===== config.mk =====
export PLATFORM = sky130hd
export DESIGN_NAME = pattern_fsm_bank
export DESIGN_NICKNAME = d
export VERILOG_FILES = /design/src/rtl/pattern_fsm_pkg.sv /design/src/rtl/pattern_fsm_ch.sv /design/src/rtl/pattern_fsm_bank.sv
export SDC_FILE = /design/constraint.sdc
export NUM_CORES = 1
export LEC_CHECK = 0
export ABC_AREA = 1
export CAP_MARGIN = 30
export CORE_ASPECT_RATIO = 1.4
export CORE_MARGIN = 2
export CORE_UTILIZATION = 43
export DETAILED_ROUTE_END_ITERATION = 10
export PLACE_DENSITY = 0.85
export SETUP_SLACK_MARGIN = 0.4
export SYNTH_ARGS = -nofsm -noshare
export SYNTH_HDL_FRONTEND = slang
export SYNTH_SLANG_ARGS = --single-unit

===== constraint.sdc =====
create_clock -name clk -period 1.9 [get_ports clk]
set_input_delay 0.38 -clock clk [delete_from_list [all_inputs] [get_ports clk]]
set_output_delay 0.38 -clock clk [all_outputs]
set_load 0.01 [all_outputs]

===== src/rtl/pattern_fsm_pkg.sv =====
// Shared state encoding and next-state rule for the pattern FSM bank.
// Optional hit counters are enabled by the PATTERN_FSM_HIT_CNT_EN macro.
package pattern_fsm_pkg;

    typedef logic [2:0] state_t;

    localparam state_t ST_0 = 3'b000;
    localparam state_t ST_1 = 3'b001;
    localparam state_t ST_2 = 3'b010;
    localparam state_t ST_3 = 3'b011;
    localparam state_t ST_4 = 3'b100;

    function automatic logic state_illegal(input state_t s);
        return (s > ST_4);
    endfunction

    // Illegal codes recover to ST_0 even when the channel is not enabled.
    function automatic state_t fsm_next(input state_t s, input logic adv, input logic x);
        state_t n;
        if (state_illegal(s)) begin
            n = ST_0;
        end else if (!adv) begin
            n = s;
        end else begin
            case (s)
                ST_0:    n = x ? ST_1 : ST_0;
                ST_1:    n = x ? ST_4 : ST_1;
                ST_2:    n = x ? ST_1 : ST_2;
                ST_3:    n = x ? ST_2 : ST_1;
                ST_4:    n = x ? ST_4 : ST_3;
                default: n = ST_0;
            endcase
        end
        return n;
    endfunction

endpackage


===== src/rtl/pattern_fsm_ch.sv =====
// One FSM channel: state register, Moore z decode, sticky error flag and,
// when PATTERN_FSM_HIT_CNT_EN is defined, a saturating hit counter.
module pattern_fsm_ch
    import pattern_fsm_pkg::*;
#(
    parameter int CNT_W = 8
) (
    input  logic             clk,
    input  logic             aresetn,
    input  logic             en_i,
    input  logic             x_i,
    input  logic             clr_i,
    output logic [2:0]       state_o,
    output logic             z_o,
    output logic [CNT_W-1:0] hit_cnt_o,
    output logic             err_o
);

    state_t state_q, state_d;
    logic   err_q, err_d;

    always_ff @(posedge clk or negedge aresetn) begin
        if (!aresetn) begin
            state_q <= ST_0;
        end else begin
            state_q <= state_d;
        end
    end

    always_comb begin
        state_d = fsm_next(state_q, en_i, x_i);
    end

    always_comb begin
        z_o = (state_q == ST_3) || (state_q == ST_4);
    end

    // A fresh illegal detection wins over a coincident clear.
    always_comb begin
        err_d = state_illegal(state_q) | (err_q & ~clr_i);
    end

    always_ff @(posedge clk or negedge aresetn) begin
        if (!aresetn) begin
            err_q <= 1'b0;
        end else begin
            err_q <= err_d;
        end
    end

`ifdef PATTERN_FSM_HIT_CNT_EN
    localparam logic [CNT_W-1:0] CNT_MAX = '1;
    logic [CNT_W-1:0] cnt_q, cnt_d;

    always_comb begin
        cnt_d = cnt_q;
        if (clr_i) begin
            cnt_d = '0;
        end else if (en_i && z_o && (cnt_q != CNT_MAX)) begin
            cnt_d = cnt_q + 1'b1;
        end
    end

    always_ff @(posedge clk or negedge aresetn) begin
        if (!aresetn) begin
            cnt_q <= '0;
        end else begin
            cnt_q <= cnt_d;
        end
    end

    assign hit_cnt_o = cnt_q;
`else
    assign hit_cnt_o = '0;
`endif

    assign state_o = state_q;
    assign err_o   = err_q;

endmodule


===== src/rtl/pattern_fsm_bank.sv =====
// Bank of NUM_CH independent pattern FSM channels with packed outputs.
// Hit counters exist only when PATTERN_FSM_HIT_CNT_EN is defined.
module pattern_fsm_bank
    import pattern_fsm_pkg::*;
#(
    parameter int NUM_CH = 4,
    parameter int CNT_W  = 8
) (
    input  logic                    clk,
    input  logic                    aresetn,
    input  logic [NUM_CH-1:0]       en,
    input  logic [NUM_CH-1:0]       x,
    input  logic                    clr,
    output logic [3*NUM_CH-1:0]     state_o,
    output logic [NUM_CH-1:0]       z,
    output logic [CNT_W*NUM_CH-1:0] hit_cnt,
    output logic [NUM_CH-1:0]       err
);

    generate
        for (genvar gi = 0; gi < NUM_CH; gi++) begin : g_ch
            pattern_fsm_ch #(
                .CNT_W(CNT_W)
            ) u_ch (
                .clk      (clk),
                .aresetn  (aresetn),
                .en_i     (en[gi]),
                .x_i      (x[gi]),
                .clr_i    (clr),
                .state_o  (state_o[3*gi +: 3]),
                .z_o      (z[gi]),
                .hit_cnt_o(hit_cnt[CNT_W*gi +: CNT_W]),
                .err_o    (err[gi])
            );
        end
    endgenerate

endmodule


# Word-level counts from Yosys, hierarchy flattened
# Cells that the tools add are included.
[totals]
in_bits = 11
ff_bits = 16
output_inout_bits = 52
[op_classes]
n_bitwise = 9
reduce_logical = 12
mux = 32
n_eq_ne = 16
magnitude_cmp = 4
[op_table]
columns = ["operator", "n"]
rows = [
  ["$pmux W3 S5", 4],
  ["$mux W3", 16],
  ["$eq A3 B2 Y1 const B", 8],
  ["$mux W2", 8],
  ["$eq A3 B1 Y1 const B", 4],
  ["$eq A3 B3 Y1 const B", 4],
  ["$gt A3 B3 Y1 const B", 4],
  ["$logic_not A3 Y1", 4],
  ["$reduce_bool A2 Y1", 4],
  ["$and A1 B1 Y1", 4],
  ["$logic_or A1 B1 Y1", 4],
  ["$mux W1", 4],
  ["$or A1 B1 Y1", 4],
  ["$not A1 Y1", 1],
]

# Depth between registers and ports, before layout
# Gate-level depths: netlist of run 1.
[depth]
word_depth = 4
mapped_depth = 6

# Cells and area by module
# From an unflattened synthesis of run 1, not the netlist that was laid out.
[unflattened]
cells_unflattened = 172
hier_area_um2 = 1211.2
[modules_own_cells]
columns = ["mod", "cells_each", "area_each_um2", "instances"]
rows = [
  ["pattern_fsm_ch", 43, 302.8, 4],
]

# Least setup slack after synthesis of run 1
# No wires, ideal clock.
[synth_timing]
kind = "register to output"
from = "reg g_ch[1].u_ch.state_q[0]"
to = "out z[1]"
setup_slack_ns = 0.565
n_path_buf = 1
t_arrival_ns = 0.955
stages_incl_launch_ff = 5
t_required_ns = 1.520
path_cell_list = "dfrtp_1 o21ai_2 inv_1 nor2_1 buf_4"
[synth_via]
elab_chain_cells = 2
word_cells_on_any_way = 3
classes_between = "eq/ne: 2; reduce/logical: 1"
[synth_lines]
columns = ["element", "line_no", "rtl"]
rows = [
  ["start: declaration", "pattern_fsm_ch.sv:19", "state_t state_q, state_d;"],
  ["start signal: assignment", "pattern_fsm_ch.sv:26", "state_q <= state_d;"],
  ["$eq A3 B2 Y1 or $eq A3 B3 Y1 (tied branches)", "pattern_fsm_ch.sv:35", "z_o = (state_q == ST_3) || (state_q == ST_4);"],
  ["$logic_or A1 B1 Y1 *", "pattern_fsm_ch.sv:35", ""],
  ["end: declaration", "pattern_fsm_bank.sv:15", "output logic [NUM_CH-1:0] z,"],
]
# Every way passes the cells marked *; elsewhere a longest branch is shown, timed or not.

# Worst setup path after layout of run 1
[layout_timing]
from = "reg g_ch[1].u_ch.state_q[1]"
to = "out z[1]"
# Same word-level chain as after synthesis.

==> summary.md, run 1 <==
| Metric | Value |
|---|---|
| CP delay by family, top | flip-flops |
| Largest cells by area after synthesis | dfrtp_1 32%, buf_4 25%, nand2_1 11% |
| Initial Util | approximately 44% |
| Num ports | 63 |
| Yosys warns | 0 |
| Register-to-Register Path Depth | 8 |
| Die height | slightly below 70 µm |
| Cell area after synthesis | approximately 1200 µm² |
| CTS sink cnt | 16 |
| Chip Width | just under 50 µm |
| Syn Inst Count | approximately 180 |
| R2R setup slack | approximately 0.71 ns |
| Drt via density | roughly 4.4 |
| CTS Buf Count | 3 |
| Worst reg2reg path startpoint | g_ch[3].u_ch.state_o[2] |
| Final HPWL DP | roughly 1.8 mm |
| Number of synthesized flops with an enable pin | 0 |
| Diode count | 0 |
| Worst vdd ir | 765 µV |
| RSZ-0062 raised after global routing | yes |
| Slew Viols, Final | 0 |
| Worst Setup End Kind | primary output |
| Critical path buffers and inverters | 2 |
| Ys flop type | dfrtp_1 |
| Syn Area/Cell | roughly 7.0 µm² |
| First-pass GRT wire length | just under 4 mm |
| PwrDens | 1450 nW/µm² |
| Setup ws final | about 0.37 ns |
| Routed Wire Length | about 2.6 mm |
| Area Overhead vs Synth | 31.5% |
| Nets | between 200 and 250 |
| # rows | 23 |
| Setup CP Type | reg -> out |
| Area share of the largest cell type after synthesis | 32.2% |
| CP Cell Sequence | o21ai_2 -> inv_1 -> nor2_1 -> buf_2 |
| HP Class | in -> async |
| CP required | between 1.5 and 2 ns |
| # setup viols final | 0 |
| Post-detailed-route count of antenna-violating nets | 0 |
| Clock latency on the worst-skew pair | roughly 0.24 ns |
| Initial antenna violation count | 0 |
| Max Cap Viol | 0 |
| CTS tree | done |
| Largest stage delay, worst path | about 0.4 ns |
| Residual DRC | 0 |
| Core area | 2820 µm² |
| FFs w/ async S/R, synth | 100% |
| Top post-synthesis cells by count | 41 x buf_4, 37 x nand2_1, 21 x inv_1, 17 x nor2_1 |
| Global Route Usage Sum | between 10% and 20% |
| Period utilization | between 80% and 90% |
| FILL cells | around 270 |
| Clock slew at reported path FFs | 0.06 ns |
| Share of layout cells above drive strength 1 | around a quarter |
| H-tree Lvls | 1 |
| Port Buffer Count | 30 |
| RR Endpoint | g_ch[3].u_ch.state_o[0] |
| Cell with the most instances after synthesis | buf_4 |
| Die Area | 3340 µm² |
| Clock Path Buffers | 2 |
| Sequential-to-total area share from yosys stat | between 30% and 40% |
| Sum of negative setup slack | 0 ns |
| Yosys reg bits | 16 |
| DR iter-0 viols | 15 |
| Setup crit start kind | flop |
| Largest net degree at the start of global routing | 17 |
| Status | finished, final reports clean |
| Area leader, netlist | dfrtp_1 |
| Gp weighted congestion | around 0.74 |
| Critical path arrival | ~1.2 ns |
| Minimum clock period | around 1.5 ns |
| Leakage power | 0.944 nW |
| Count of cell types in the netlist | 15 |
| Root Buffer | clkbuf_8 |
| Pre-antenna DRT Iters | 4 |
| Max Clk Rate | roughly 650 MHz |
| GRT overflow | 0 |
| Skew final | around 0.005 ns |
| WL per Instance | roughly 10 µm |
| Hold Vio Cnt, Final | 0 |
| DP Worst Slack | ~0.21 ns |
| Via count | around 1200 |
| Vias in the first global route | around 910 |
| Critical-path top delay cell | dfrtp_1 |
| Crit-path max FO | 3 |
[state kept, by name, summed over array words and instances (netlist names)]
name and cells:
g_ch.u_ch.state_o 12, g_ch.u_ch.err_o 4
[how the worst max path moves through the flow]
stage | slack, ns | from | endpoint | cells after the start
after floorplan | 0.56 | g_ch[1].u_ch.state_o[0] | z[1] | 4
after global placement | 0.24 | g_ch[0].u_ch.state_o[0] | z[0] | 4
after detailed placement | 0.21 | g_ch[2].u_ch.state_o[2] | z[2] | 4
after CTS | 0.23 | g_ch[2].u_ch.state_o[0] | z[2] | 5
after global routing | 0.31 | g_ch[2].u_ch.state_o[0] | z[2] | 5
final | 0.37 | g_ch[1].u_ch.state_o[1] | z[1] | 4
[per-stage QoR]
| stage | power (mW) | utilization, % | std cells | area, µm² | hold WS (ns) |
|---|---|---|---|---|---|
| after floorplan | 1.45 | - | 208 | 1360 | 0.0844 |
| after global placement | 1.84 | 50.9 | 239 | 1440 | 0.510 |
| after detailed placement | 1.87 | 50.9 | 239 | 1440 | 0.514 |
| after CTS | 2.23 | 55.4 | 255 | 1560 | 0.459 |
| after global routing | 2.57 | 58.0 | 262 | 1640 | 0.478 |
| final | 2.36 | 58.0 | 262 | 1640 | 0.454 |
[area by class of cell]
class	instances	area (µm²)	share of cell area, %
Multi-Input combinational cell	129	583	35.7
Timing Repair Buffer	54	457	27.9
Sequential cell	16	412	25.2
Inverter	22	82.6	5.05
Clock buffer	4	55.1	3.37
Tap cell	37	46.3	2.83
[placed cells by master (no fill, tap or decap)]
master and instances:
nand3_1 8, dfrtp_2 9, dfrtp_1 7, nand4_1 2, dlymetal6s2s_1 2, o21ai_0 16
inv_1 20, a21oi_1 6, dlygate4sd2_1 13, clkdlybuf4s15_1 1, xnor2_1 2, conb_1 32
buf_2 4, nor2_1 15, buf_6 2, buf_4 22, clkbuf_8 4, nor2_2 1
inv_2 2, nor2_4 1, nand2_1 37, clkdlybuf4s50_1 10, o21ai_2 4, a21boi_1 1
nand2_2 3, a21oi_2 1
[per-layer routing]
layer | vias to the layer above | share of wire, % | wire, µm | global-route usage [%]
li1 | 579 | - | - | -
met1 | 526 | 39 | 1010 | 16.4
met2 | 49 | 55 | 1430 | 30.1
met3 | 0 | 6.6 | 173 | 2.21
met4 | 0 | 0 | 0 | 2.08
met5 | - | 0 | 0 | 0
[power breakdown]
part / internal, mW / switching [mW] / total, mW
combinational: 0.695 / 0.717 / 1.41
sequential: 0.502 / 0.157 / 0.659
clock: 0.183 / 0.109 / 0.293
total: 1.38 / 0.982 / 2.36
[cell families (layout without fill, tap and decap cells)]
kind of cell	count (synthesis)	in the layout	share of synthesized area, %
AO/OA/AOI/OAI	28	28	12.7
XOR/XNOR	2	2	1.41
buffers and inverters	63	80	31.4
flip-flops	16	16	32.2
other	1	32	0.302
AND/OR/NAND/NOR	67	67	22.0
[timing repair]
item,in CTS,in global routing
resized for setup,38,11
hold buffers,0,0
setup endpoints to repair,18,7
buffers inserted,12,7
pin swaps,0,3
Power figures use the tool's default switching activity.
==> inputs of run 2 (changes only) <==
CORE_UTILIZATION = 36   (was 43)
PLACE_DENSITY = 0.76   (was 0.85)
clock period = 1.3 ns   (was 1.9 ns; I/O delays follow)
==> run 2 against run 1 <==
  * The run now ends with negative setup slack left
  * Cell count up 15%
  * Register-to-register slack got worse by 0.80 ns
  * Die area up 18%
  * Worst hold slack got worse by 0.12 ns
  * Clock-buffer cell count unchanged
  * Non-clock buffer count increased by 36
  * Critical path type unchanged
==> summary.md, run 2 (synthesized netlist as in run 1, its figures left out) <==
| Metric | Value |
|---|---|
| Fin cells | 301 |
| Leakage power | 1.17 nW |
| Diode count | 0 |
| Global Route Usage Sum | between 10% and 20% |
| Skew final | 0.00353 ns |
| Drt via density | 4.49 |
| CTS tree | done |
| Area Overhead vs Synth | 78.7% |
| Die height | 73.5 µm |
| Period utilization | 112% |
| Clock slew at reported path FFs | 0.07 ns |
| Pre-antenna DRT Iters | 4 |
| CTS Buf Count | 3 |
| Max Clk Rate | 684 MHz |
| Post-CTS Hold Buffers | 0 |
| Num ports | 63 |
| Nets | between 200 and 300 |
| Worst vdd ir | between 1000 and 1500 µV |
| Minimum clock period | about 1.5 ns |
| Most frequent cells in the layout | 54 x buf_6, 32 x conb_1, 28 x nand2_1 |
| Clock latency on the worst-skew pair | 0.25 ns |
| # rows | 25 |
| HP Class | in -> async |
| Max Cap Viol | 0 |
| # setup viols final | 13 |
| Initial antenna violation count | 0 |
| Die Area | 3950 µm² |
| Port Buffer Count | 30 |
| Clock Path Buffers | 2 |
| Status | finished, violations left |
| DR iter-0 viols | 9 |
| WL per Instance | around 13 µm |
| Crit-path max FO | 2 |
| CP required | 1.04 ns |
| Largest net degree at the start of global routing | 17 |
| Hold Vio Cnt, Final | 0 |
| Root Buffer | clkbuf_8 |
| GRT overflow | 0 |
| Core area | ~3300 µm² |
| Setup CP Type | reg -> out |
| Critical path arrival | about 1.2 ns |
| Residual DRC | 0 |
| Failing checks | negative setup slack |
| Placed inst area | approximately 1600 µm² |
| Initial Util | between 30% and 40% |
| Slew Viols, Final | 0 |
| Share of layout cells above drive strength 1 | between 50% and 60% |
| Final HPWL DP | slightly below 2 mm |
| Worst Setup End Kind | primary output |
| Chip Width | 53.7 µm |
| Setup crit start kind | flop |
| Post-route cell area | 2220 µm² |
| Gp weighted congestion | slightly below 0.8 |
| CTS sink cnt | 16 |
| Routed Wire Length | between 3 and 4 mm |
| Commonest non-fill, non-tap cell in the layout | buf_6 |
| Max reg flops | 12 |
| H-tree Lvls | 1 |
| Setup ws final | -0.161 ns |
| RSZ-0062 raised after global routing | yes |
| Vias in the first global route | around 1200 |
| Via count | approximately 1400 |
| Placed Instances | 260 |
| Sum of negative setup slack | -0.899 ns |
| First-pass GRT wire length | approximately 5 mm |
| PwrDens | between 2000 and 2500 nW/µm² |
| Post-detailed-route count of antenna-violating nets | 0 |
-- run 2: cell count changes in the layout (fill, tap and decap cells not counted), moves of 7 or more --
cell           before  now
o21ai_0            16    6
nand2_1            37   28
o21ai_1             0    7
nand2_2             3   11
dlygate4sd2_1      13    0
buf_6               2   54
-- run 2: routing by layer --
metal | track usage (%) | wire length [µm]
met5 | 0 | 0
met4 | 6.27 | 59
met3 | 2.64 | 164
met2 | 32.5 | 2320
met1 | 16.4 | 1270
-- run 2: through the flow --
stage / power (mW) / hold slack, ns / util, % / setup slack (ns)
2_1_floorplan: 2.26 / -0.0356 / - / 0.145
4_1_cts: 4.45 / 0.341 / 58.9 / -0.109
3_5_place_dp: 3.19 / 0.522 / 48.2 / -0.205
3_3_place_gp: 3.14 / 0.511 / 48.2 / -0.177
5_1_grt: 5.60 / 0.365 / 66.4 / -0.227
6_report: 5.26 / 0.337 / 66.4 / -0.161
-- run 2: cell type report --
class | instances | area, µm²
Timing Repair Buffer | 90 | 903
Tap cell | 40 | 50.0
Sequential cell | 16 | 409
Inverter | 22 | 87.6
Multi-Input combinational cell | 129 | 717
Clock buffer | 4 | 55.1
Fill cell | 244 | 1120
-- run 2: report_power, final --
part | internal (mW) | leakage (nW) | switching [mW] | total [mW]
sequential | 0.730 | 0.196 | 0.226 | 0.956
combinational | 2.17 | 0.948 | 1.69 | 3.86
clock | 0.269 | 0.0288 | 0.174 | 0.443
total | 3.17 | 1.17 | 2.09 | 5.26
-- run 2: timing repair --
item                       4_1_cts  5_1_grt
setup endpoints to repair       35       36
pin swaps                       13       13
buffers inserted                21       16
resized for setup              150       31
-- run 2: final timing paths --
path	from	to	slack [ns]	depth (start not counted)
min in group clk	x[0]	g_ch[0].u_ch.state_o[1]	0.50	4
max	g_ch[3].u_ch.state_o[1]	z[3]	-0.16	5
min	aresetn	g_ch[1].u_ch.err_o	0.34	2
max reg2reg	g_ch[2].u_ch.state_o[0]	g_ch[2].u_ch.state_o[2]	-0.09	8
max in group asynchronous	aresetn	g_ch[0].u_ch.state_o[1]	0.76	2
min reg2reg	g_ch[0].u_ch.err_o	g_ch[0].u_ch.err_o	0.55	2
-- run 2: worst max-delay path, stage by stage, from the launching register on --
cell,delay (ns)
dfrtp_1,0.40
buf_6,0.13
o21ai_4,0.12
inv_1,0.06
nor2_1,0.09
buf_2,0.15
